===== src/rtl/alu_uart_intf.sv =====
// Board-side ALU responder: gathers an A/B/opcode frame from the UART receiver,
// runs the 8-bit ALU operation and hands the result byte to the UART transmitter.
module alu_uart_intf #(
    parameter int Bits          = 8,
    parameter int TIMEOUT_TICKS = 1_000_000
) (
    input  logic            i_Clock,
    input  logic            i_reset,
    input  logic            rx_to_intf_done,
    input  logic [Bits-1:0] rx_to_intf_data,
    input  logic            tx_to_intf_done,
    input  logic            tx_to_intf_active,
    output logic            tx_start,
    output logic [Bits-1:0] intf_to_tx_result,
    output logic            o_busy,
    output logic            o_op_error,
    output logic [2:0]      o_state
);

    typedef enum logic [2:0] {
        WAIT_A  = 3'd0,
        WAIT_B  = 3'd1,
        WAIT_OP = 3'd2,
        EXEC    = 3'd3,
        SEND    = 3'd4,
        WAIT_TX = 3'd5
    } state_t;

    localparam int              CntW      = (TIMEOUT_TICKS > 1) ? $clog2(TIMEOUT_TICKS) : 1;
    localparam logic [CntW-1:0] CntLast   = CntW'((TIMEOUT_TICKS > 0) ? TIMEOUT_TICKS - 1 : 0);
    localparam bit              TimeoutEn = (TIMEOUT_TICKS > 0);

    localparam logic [Bits-1:0] OpAdd = Bits'(8'h20);
    localparam logic [Bits-1:0] OpSub = Bits'(8'h22);
    localparam logic [Bits-1:0] OpAnd = Bits'(8'h24);
    localparam logic [Bits-1:0] OpOr  = Bits'(8'h25);
    localparam logic [Bits-1:0] OpXor = Bits'(8'h26);
    localparam logic [Bits-1:0] OpNor = Bits'(8'h27);
    localparam logic [Bits-1:0] OpSra = Bits'(8'h03);
    localparam logic [Bits-1:0] OpSrl = Bits'(8'h02);

    state_t          state_q, state_d;
    logic [Bits-1:0] a_q, a_d;
    logic [Bits-1:0] b_q, b_d;
    logic [Bits-1:0] op_q, op_d;
    logic [Bits-1:0] result_q, result_d;
    logic            tx_start_q, tx_start_d;
    logic            busy_q, busy_d;
    logic            op_error_q, op_error_d;
    logic [CntW-1:0] cnt_q, cnt_d;

    logic [Bits-1:0] alu_res;
    logic            alu_err;
    logic            expired;

    // Shift amounts of Bits or more fall out naturally as all-sign or all-zero.
    always_comb begin
        alu_res = '1;
        alu_err = 1'b0;
        case (op_q)
            OpAdd:   alu_res = a_q + b_q;
            OpSub:   alu_res = a_q - b_q;
            OpAnd:   alu_res = a_q & b_q;
            OpOr:    alu_res = a_q | b_q;
            OpXor:   alu_res = a_q ^ b_q;
            OpNor:   alu_res = ~(a_q | b_q);
            OpSra:   alu_res = $unsigned($signed(a_q) >>> b_q);
            OpSrl:   alu_res = a_q >> b_q;
            default: begin
                alu_res = '1;
                alu_err = 1'b1;
            end
        endcase
    end

    assign expired = TimeoutEn && (cnt_q == CntLast);

    // A byte arriving on the expiry cycle takes priority over the resync.
    always_comb begin
        state_d    = state_q;
        a_d        = a_q;
        b_d        = b_q;
        op_d       = op_q;
        result_d   = result_q;
        op_error_d = op_error_q;
        tx_start_d = 1'b0;
        cnt_d      = cnt_q;
        case (state_q)
            WAIT_A: begin
                cnt_d = '0;
                if (rx_to_intf_done) begin
                    a_d        = rx_to_intf_data;
                    op_error_d = 1'b0;
                    state_d    = WAIT_B;
                end
            end
            WAIT_B, WAIT_OP: begin
                if (rx_to_intf_done) begin
                    if (state_q == WAIT_B) begin
                        b_d     = rx_to_intf_data;
                        state_d = WAIT_OP;
                    end else begin
                        op_d    = rx_to_intf_data;
                        state_d = EXEC;
                    end
                    cnt_d = '0;
                end else if (expired) begin
                    state_d = WAIT_A;
                    cnt_d   = '0;
                end else if (TimeoutEn) begin
                    cnt_d = cnt_q + 1'b1;
                end
            end
            EXEC: begin
                result_d   = alu_res;
                op_error_d = alu_err;
                tx_start_d = !tx_to_intf_active;
                cnt_d      = '0;
                state_d    = SEND;
            end
            SEND: begin
                if (tx_start_q) begin
                    state_d = WAIT_TX;
                end else begin
                    tx_start_d = !tx_to_intf_active;
                end
            end
            WAIT_TX: begin
                if (tx_to_intf_done) begin
                    state_d = WAIT_A;
                end
            end
            default: state_d = WAIT_A;
        endcase
        busy_d = (state_d != WAIT_A);
    end

    always_ff @(posedge i_Clock or posedge i_reset) begin
        if (i_reset) begin
            state_q    <= WAIT_A;
            a_q        <= '0;
            b_q        <= '0;
            op_q       <= '0;
            result_q   <= '0;
            tx_start_q <= 1'b0;
            busy_q     <= 1'b0;
            op_error_q <= 1'b0;
            cnt_q      <= '0;
        end else begin
            state_q    <= state_d;
            a_q        <= a_d;
            b_q        <= b_d;
            op_q       <= op_d;
            result_q   <= result_d;
            tx_start_q <= tx_start_d;
            busy_q     <= busy_d;
            op_error_q <= op_error_d;
            cnt_q      <= cnt_d;
        end
    end

    assign tx_start          = tx_start_q;
    assign intf_to_tx_result = result_q;
    assign o_busy            = busy_q;
    assign o_op_error        = op_error_q;
    assign o_state           = state_q;

endmodule


===== config.mk =====
export PLATFORM = sky130hd
export DESIGN_NAME = alu_uart_intf
export DESIGN_NICKNAME = d
export VERILOG_FILES = /design/src/rtl/alu_uart_intf.sv
export SDC_FILE = /design/constraint.sdc
export NUM_CORES = 1
export LEC_CHECK = 0
export CAP_MARGIN = 30
export CORE_MARGIN = 10
export CORE_UTILIZATION = 50
export CTS_BUF_LIST = sky130_fd_sc_hd__clkbuf_8
export CTS_CLUSTER_DIAMETER = 100
export DETAILED_ROUTE_END_ITERATION = 8
export PLACE_DENSITY = 0.67
export SLEW_MARGIN = 20
export SYNTH_ARGS = -nofsm -noshare
export SYNTH_HDL_FRONTEND = slang
export SYNTH_SLANG_ARGS = --single-unit
export TNS_END_PERCENT = 100

===== constraint.sdc =====
create_clock -name i_Clock -period 4.7 [get_ports i_Clock]
set_input_delay 0.705 -clock i_Clock [delete_from_list [all_inputs] [get_ports i_Clock]]
set_output_delay 0.705 -clock i_Clock [all_outputs]
set_load 0.1 [all_outputs]

-- After elaboration in Yosys (flattened, before gate mapping)
Index checks and enable logic that the tools add are counted.
- add/sub/neg operators: 3
- equality and inequality tests: 15
- shift operators: 2
- muxes and demuxes: 16
- bitwise operators: 5
- reduce and logical (&&, ||, !) cells: 12
- operators with widths (kind ; count):
    $pmux W8 S8 ; 1
    $eq A8 B6 Y1 const B ; 6
    $mux W20 ; 2
    $pmux W20 S2 ; 1
    $add A20 B1 Y20 const B ; 1
    $eq A20 B20 Y1 const B ; 1
    $eq A8 B2 Y1 const B ; 2
    $mux W3 ; 5
    $pmux W3 S5 ; 1
    $add A8 B8 Y8 ; 1
    $and A8 B8 Y8 ; 1
    $not A8 Y8 ; 1
    $or A8 B8 Y8 ; 1
    $reduce_or A8 Y1 ; 1
    $shr A8 B8 Y8 ; 1
    $sshr A8 B8 Y8 ; 1
    $sub A8 B8 Y8 ; 1
    $xor A8 B8 Y8 ; 1
    $eq A3 B2 Y1 const B ; 2
    $eq A3 B3 Y1 const B ; 2
    $reduce_and A3 Y1 ; 2
    $mux W1 ; 4
    $pmux W1 S2 ; 2
    $reduce_and A2 Y1 ; 2
    8 further kinds ; 10
- register bits: 58
- input port bits: 13
- output and inout port bits: 14
- logic and storage cells: 62

-- Longest topological paths before layout
Gate-level depths: netlist of run 1.
- word-level depth: 5
- depth in mapped cells: 14
- gate-level depth less buffers: 12

-- Worst setup path before layout of run 1
Ideal clock, no wire load.
- path kind: reg2reg
- start point: reg op_q[7]
- end point: reg result_q[5] (netlist: intf_to_tx_result[5])
- library setup time: 0.128 ns
- data arrival time: 2.692 ns
- required time: 4.572 ns
- path slack: 1.880 ns
- stages on the path, launching flop included: 12
- buffers on the path: 0
- period minus slack after synthesis: 2.820 ns
- path through: dfrtp_1 > nor4_1 > nand4_1 > a21boi_0 > xnor2_1 > ha_1 > and3_1 > a21oi_1 > o21ai_0 > or3_1 > nand3_1 > a31oi_1
- longest elaborated chain between the ends: 2
- elaborated cells between the ends (all ways): 9
- classes of those cells: eq/ne (8); mux (1)
- RTL lines (item ; RTL line ; text):
    from (decl) ; 45 ; logic [Bits-1:0] op_q, op_d;
    from (signal assigned) ; 153 ; op_q <= op_d;
    $eq A8 B2 Y1 / $eq A8 B6 Y1 (equally long branches) ; 60 ; case (op_q)
    $pmux W8 S8 (*) ; 60 ;
    to (signal assigned) ; 154 ; result_q <= result_d;
    to (decl) ; 46 ; logic [Bits-1:0] result_q, result_d;
Mark *: on every way between the ends. The rest lies on a longest branch, timed or not.
A chain may end at the register's enable or synchronous reset.

-- Worst setup path after layout of run 1
- start point: reg op_q[3]
- end point: reg result_q[4] (netlist: intf_to_tx_result[4])
The elaborated chain is that of the path after synthesis.

==> impl_results.md, run 1 <==
* Internal at approximately 1700 µW
* Synth async-reset ratio at 1.00
* Clock Skew at between 0.015 and 0.02 ns
* All-Layer GR Usage at 0.181
* Leak pwr at approximately 0.0020 µW
* IO Count at 27
* Max clock buf depth at 2
* Initial Utilization at 0.509
* Die Ht at between 100 and 150 µm
* Cts hold-fix bufs at 0
* GRT Residual Overflow at 0
* Area of the multi-input gates at between 2000 and 3000 µm²
* IO Port Bufs at 26
* Ys flop type: dfrtp_1
* Most frequent cells in the layout: 58 x o21ai_0, 58 x dfrtp_1, 55 x nand2_1
* Seq/Total Area, Yosys at 0.351
* PD cells at approximately 750 nW/µm²
* Tmin final at roughly 3.2 ns
* Number of distinct library cells after synthesis at just under 60
* Hold Crit Start: cnt_q[19]
* Antenna Violating Nets Remaining at 0
* Placed cell count at 596
* Share of cells above drive strength 1 at 0.0927
* Register area at about 1500 µm²
* Buffer count from post-CTS setup fixing at 0
* # rows at 33
* Nets at about 540
* Ys Warns at 0
* Antenna fix cells at 0
* Setup_tns at 0 ns
* H-tree levels at 3
* Final setup violation count at 0
* HP Class: flop to flop
* Sw Share at 0.513
* WL final at between 10000 and 15000 µm
* Unrepaired setup endpoints after global routing: false
* Gpl congestion at between 0.9 and 1
* Die X at roughly 110 µm
* DR iter-0 viols at ~420
* Fin Hold WS at 0.478 ns
* Mapped cell area at 4140 µm²
* First-pass GRT wire length at about 18000 µm
* DR pass1 iterations at 5
* Die area at approximately 12000 µm²
* Worst Setup End Kind: flop
* Instance count of the mapped netlist at between 400 and 500
* Final Instance Count excl. Fillers at 612
* Kind of critical path: flop to flop
* WL per Instance at about 18 µm
* Area delta synth->final at 14.0%
* Sink Count at 58
* Placed wire-length estimate at ~8000 µm
* Peak supply drop at about 0.3 mV
* Leading area contributor after synthesis: dfrtp_1
* Area contributors post-synth: dfrtp_1 35%, ha_1 7.6%, o21ai_0 7.0%, nand2_1 5.0%, nor2_1 3.6%
* Slew HR at 0.340
* Critical Path AT at approximately 3.5 ns
* Fillers at approximately 720
* DRC violations left at 0
* Synth Register Bits at 58
* Comb pwr share at 0.588
* Top cell type's share of synthesized area at 0.351
* Core Area at a little over 8000 µm²
* Reg-to-Reg Start: op_q[3]
* Max cap viols at 0
* F_max at slightly above 0.3 GHz
* Initial antenna violation count at 0
* Period utilization at 0.691
* TritonCTS clock tree: yes
* Clock slew at reported path FFs at ~0.080 ns
* Number of synthesized flops with an enable pin at 0
* Cts bufs inserted at 9
* Sequential power share at 0.268
* Critical Path Source Type: flop
* Final Hold Fails at 0
* Vias in the first global route at around 3400
* Clock share of power at 0.144
* Worst-Margin Slew at a little under 1 ns
* CP required at between 4 and 5 ns
* Largest net degree at the start of global routing at 34
* Post-synthesis area per instance at a little under 9 µm²
* Syn nets at 518
* Maximum fanout along the worst path at 5
* Worst setup startpoint: op_q[3]
* Post-CTS sizing at 0
* Slew Limit Fails at 0
* Net load switching power at between 1500 and 2000 µW
* CTS root buf: clkbuf_8
* Worst skew pair latency at between 0.3 and 0.4 ns
* Status: finished clean
* Via/cell ratio at approximately 6
* DR vias at 3713
[synth_stat cells, types with 5 or more instances]
master    instances
a211oi_1          5
a21oi_1          25
and3_1           10
clkbuf_1         16
dfrtp_1          58
ha_1             25
inv_1            24
mux2_2            7
mux2i_1          10
nand2_1          55
nand2b_1          8
nand3_1          16
nand3b_1          5
nand4_1           7
nor2_1           40
nor3_1            7
o21ai_0          58
o31ai_1           7
xnor2_1          17
xor2_1            7
[metrics by stage]
step / instance area [µm²] / util / setup WS (ns) / power [µW]
final: 4720 / 0.580 / 1.45 / 3560
after global routing: 4720 / 0.580 / 1.29 / 3820
after CTS: 4710 / 0.579 / 1.48 / 3540
after detailed placement: 4500 / 0.554 / 1.49 / 3010
after global placement: 4500 / 0.553 / 1.51 / 3000
after floorplan: 4140 / - / 1.88 / 2510
[critical path: stages (launching register included)]
cell and delay, ns:
dfrtp_1 0.40, nor4_1 0.39, buf_4 0.22, nand2_1 0.12, nor3_1 0.42, a21oi_1 0.17
xnor2_1 0.15, ha_1 0.34, nand2b_1 0.15, nand2b_1 0.08, a211oi_1 0.23, o32ai_1 0.11
o32a_1 0.35
[metal layers]
| metal | up-vias | global-route usage | wire [µm] |
|---|---|---|---|
| met4 | 0 | 0.0530 | 146 |
| met5 | - | 0 | 0 |
| met1 | 1763 | 0.275 | 5510 |
| met2 | 170 | 0.245 | 4540 |
| li1 | 1763 | - | - |
| met3 | 17 | 0.0390 | 1010 |
[final timing paths]
check                                       end  slack [ns]  cells past startpoint
setup / recovery           intf_to_tx_result[4]        1.45                     12
hold / removal                        cnt_q[19]        0.48                      1
setup reg to reg           intf_to_tx_result[4]        1.45                     12
hold reg to reg                       cnt_q[19]        0.48                      1
max in group asynchronous                a_q[5]        3.13                      3
min in group asynchronous                b_q[1]        0.72                      2
[cells by family (layout without fill, tap and decap cells)]
logic type	Yosys count	in the layout	share of synthesized area
AO/OA/AOI/OAI	133	133	0.206
XOR/XNOR	24	24	0.0508
adder cells (fa/ha/maj)	26	26	0.0804
buffers and inverters	46	74	0.0441
flip-flops	58	58	0.351
multiplexers	21	21	0.0650
AND/OR/NAND/NOR	171	171	0.203
[layout make-up]
| cell class | instances | area share |
|---|---|---|
| multi-input combinational | 375 | 0.532 |
| sequential | 58 | 0.308 |
| timing repair buffer | 35 | 0.0695 |
| tap | 105 | 0.0278 |
| clock buffer | 9 | 0.0263 |
| inverter | 24 | 0.0191 |
| clock inverter | 6 | 0.0175 |
[sequential cells by signal (all words and copies together), names as in the netlist]
| name | flops |
|---|---|
| a_q | 8 |
| b_q | 8 |
| cnt_q | 20 |
| intf_to_tx_result | 8 |
| o_busy | 1 |
| o_op_error | 1 |
| o_state | 3 |
| op_q | 8 |
| tx_start | 1 |
[power groups by stage]
stage / clock, µW / combinational [µW] / sequential [µW]
finish: 514 / 2090 / 953
global route: 546 / 2290 / 985
CTS: 519 / 2070 / 945
detailed placement: 0 / 2060 / 955
global placement: 0 / 2050 / 952
floorplan: 0 / 1340 / 1170
Note: power is estimated with default switching activity, not from simulation.
==> run 2: changes to the inputs <==
Clock period 4.7 ns to 3.1 ns, I/O delays scaled along.
==> run 2 against run 1 <==
Net effect:
- sequential power up 40%
- register-to-register slack worse by 1.3 ns
- global-route usage rose by 0.10 points
- critical path type unchanged
- largest power group unchanged
- highest routed layer unchanged
==> impl_results.md, run 2 (synthesized netlist as in run 1, its figures left out) <==
* Status: finished clean
* Die area at 12300 µm²
* Flop-to-flop setup slack at between 0.2 and 0.25 ns
* IO Count at 27
* Tot Pwr at approximately 5500 µW
* Post-CTS sizing at 0
* # rows at 33
* WL per Instance at between 15 and 20 µm
* DRC violations left at 0
* Area delta synth->final at 15.8%
* Critical path, cell by cell: nor4_1 -> buf_4 -> nand2_1 -> nor3_1 -> a21oi_1 -> xnor2_1 -> ha_1 -> nand2b_1 -> nand2b_1 -> a211oi_1 -> o32ai_1 -> o32a_1
* Max cap viols at 0
* Most frequent cells in the layout: 58 x o21ai_0, 58 x dfrtp_1, 55 x nand2_1
* Kind of critical path: flop to flop
* Period utilization at 0.935
* Final Instance Count excl. Fillers at between 600 and 700
* Setup ws final at approximately 0.20 ns
* Die Ht at approximately 110 µm
* Share of cells above drive strength 1 at 0.140
* Setup_tns at 0 ns
* Slew HR at 0.461
* M3 GR Usage at 0.0492
* Met1 GRT Util at 0.263
* Final setup violation count at 0
* Nets at between 500 and 600
* Placed cell count at approximately 600
* CP top delay family: compound AO/OA/AOI/OAI gates
* Cts hold-fix bufs at 0
* Clock slew at reported path FFs at approximately 0.08 ns
* GRT Residual Overflow at 0
* CP required at between 3 and 4 ns
* Clock Skew at roughly 0.012 ns
* GR Layer Usage met2 at 0.252
* DR iter-0 viols at 288
* Core Area at 8130 µm²
* IO Port Bufs at 26
* Critical Path Source Type: flop
* Gpl congestion at about 1.0
* Tmin final at between 2 and 3 ns
* Initial Utilization at 0.509
* Via/cell ratio at between 5 and 6
* Most Crowded Layer GR: met1
* DR vias at ~3700
* Worst-Margin Slew at approximately 0.81 ns
* Critical Path AT at roughly 3.1 ns
* Placed wire-length estimate at approximately 8300 µm
* Fillers at ~750
* All-Layer GR Usage at 0.182
* TritonCTS clock tree: yes
* Most flop-heavy register: cnt_q
* Cts bufs inserted at 9
* Fin Hold WS at slightly below 0.5 ns
* Vias in the first global route at 3497
* Cell mode on critical path: nand2b_1
* Worst path max stage delay at 0.40 ns
* Final Hold Fails at 0
* CTS root buf: clkbuf_8
* Antenna Violating Nets Remaining at 0
* Buf+Inv Stages, Crit Path at 1
* Buffer count from post-CTS setup fixing at 0
* Antenna fix cells at 0
* Max clock buf depth at 2
* Peak supply drop at around 0.42 mV
* First-pass GRT wire length at around 19000 µm
* Unrepaired setup endpoints after global routing: false
* Setup WS pre-CTS at 0.230 ns
* WL final at approximately 11000 µm
* Max reg flops at 20
* PD cells at between 1000 and 1500 nW/µm²
* Die X at between 100 and 150 µm
* Maximum fanout along the worst path at 5
* Initial antenna violation count at 0
* CP max-delay cell: dfrtp_1
* H-tree levels at 3
* Largest net degree at the start of global routing at 33
* HP Class: flop to flop
* Slew Limit Fails at 0
* Sink Count at 58
* Leak pwr at just over 0.002 µW
* Worst Setup End Kind: flop
* Worst skew pair latency at 0.35 ns
* F_max at 0.345 GHz
* DR pass1 iterations at 5
-- run 2: changes by cell type in the layout (fill, tap and decap cells not counted), sizes merged --
cell and change:
inv +1, clkdlybuf4s50 -14, clkbuf +2, buf +26
clkinv -1, clkinvlp -1
-- run 2: where the power goes --
group | total, µW | leakage, µW | internal (µW) | switching [µW]
sequential | 1330 | 0.000722 | 994 | 340
clock | 823 | 0.000121 | 494 | 329
combinational | 3350 | 0.00120 | 1230 | 2120
total | 5510 | 0.00204 | 2720 | 2790
-- run 2: cell type report --
| class | instances | area (µm²) | area share |
|---|---|---|---|
| multi-input cells | 375 | 2510 | 0.524 |
| well taps | 105 | 131 | 0.0274 |
| clock inverters | 5 | 77.6 | 0.0162 |
| repair buffers | 47 | 383 | 0.0798 |
| flip-flops and latches | 58 | 1450 | 0.303 |
| inverters | 24 | 90.1 | 0.0188 |
| clock buffers | 11 | 151 | 0.0316 |
-- run 2: per-layer routing --
metal,up-vias,share of wire
met3,21,0.079
met5,-,0
met1,1754,0.48
met2,144,0.42
met4,0,0.018
li1,1789,-
-- run 2: stage by stage --
stage	utilization	cell area, µm²
floorplan	-	4140
global placement	0.561	4560
detailed placement	0.561	4560
CTS	0.589	4790
global route	0.590	4800
finish	0.590	4800
-- run 2: path summary, 6_finish.rpt --
path                            startpoint                    to  depth (start not counted)
worst min-delay path             cnt_q[19]             cnt_q[19]                          1
worst max register to register     op_q[7]  intf_to_tx_result[4]                         12
worst min register to register   cnt_q[19]             cnt_q[19]                          1
min in group asynchronous          i_reset                b_q[3]                          2
max in group asynchronous          i_reset  intf_to_tx_result[5]                          3
worst max-delay path               op_q[7]  intf_to_tx_result[4]                         12
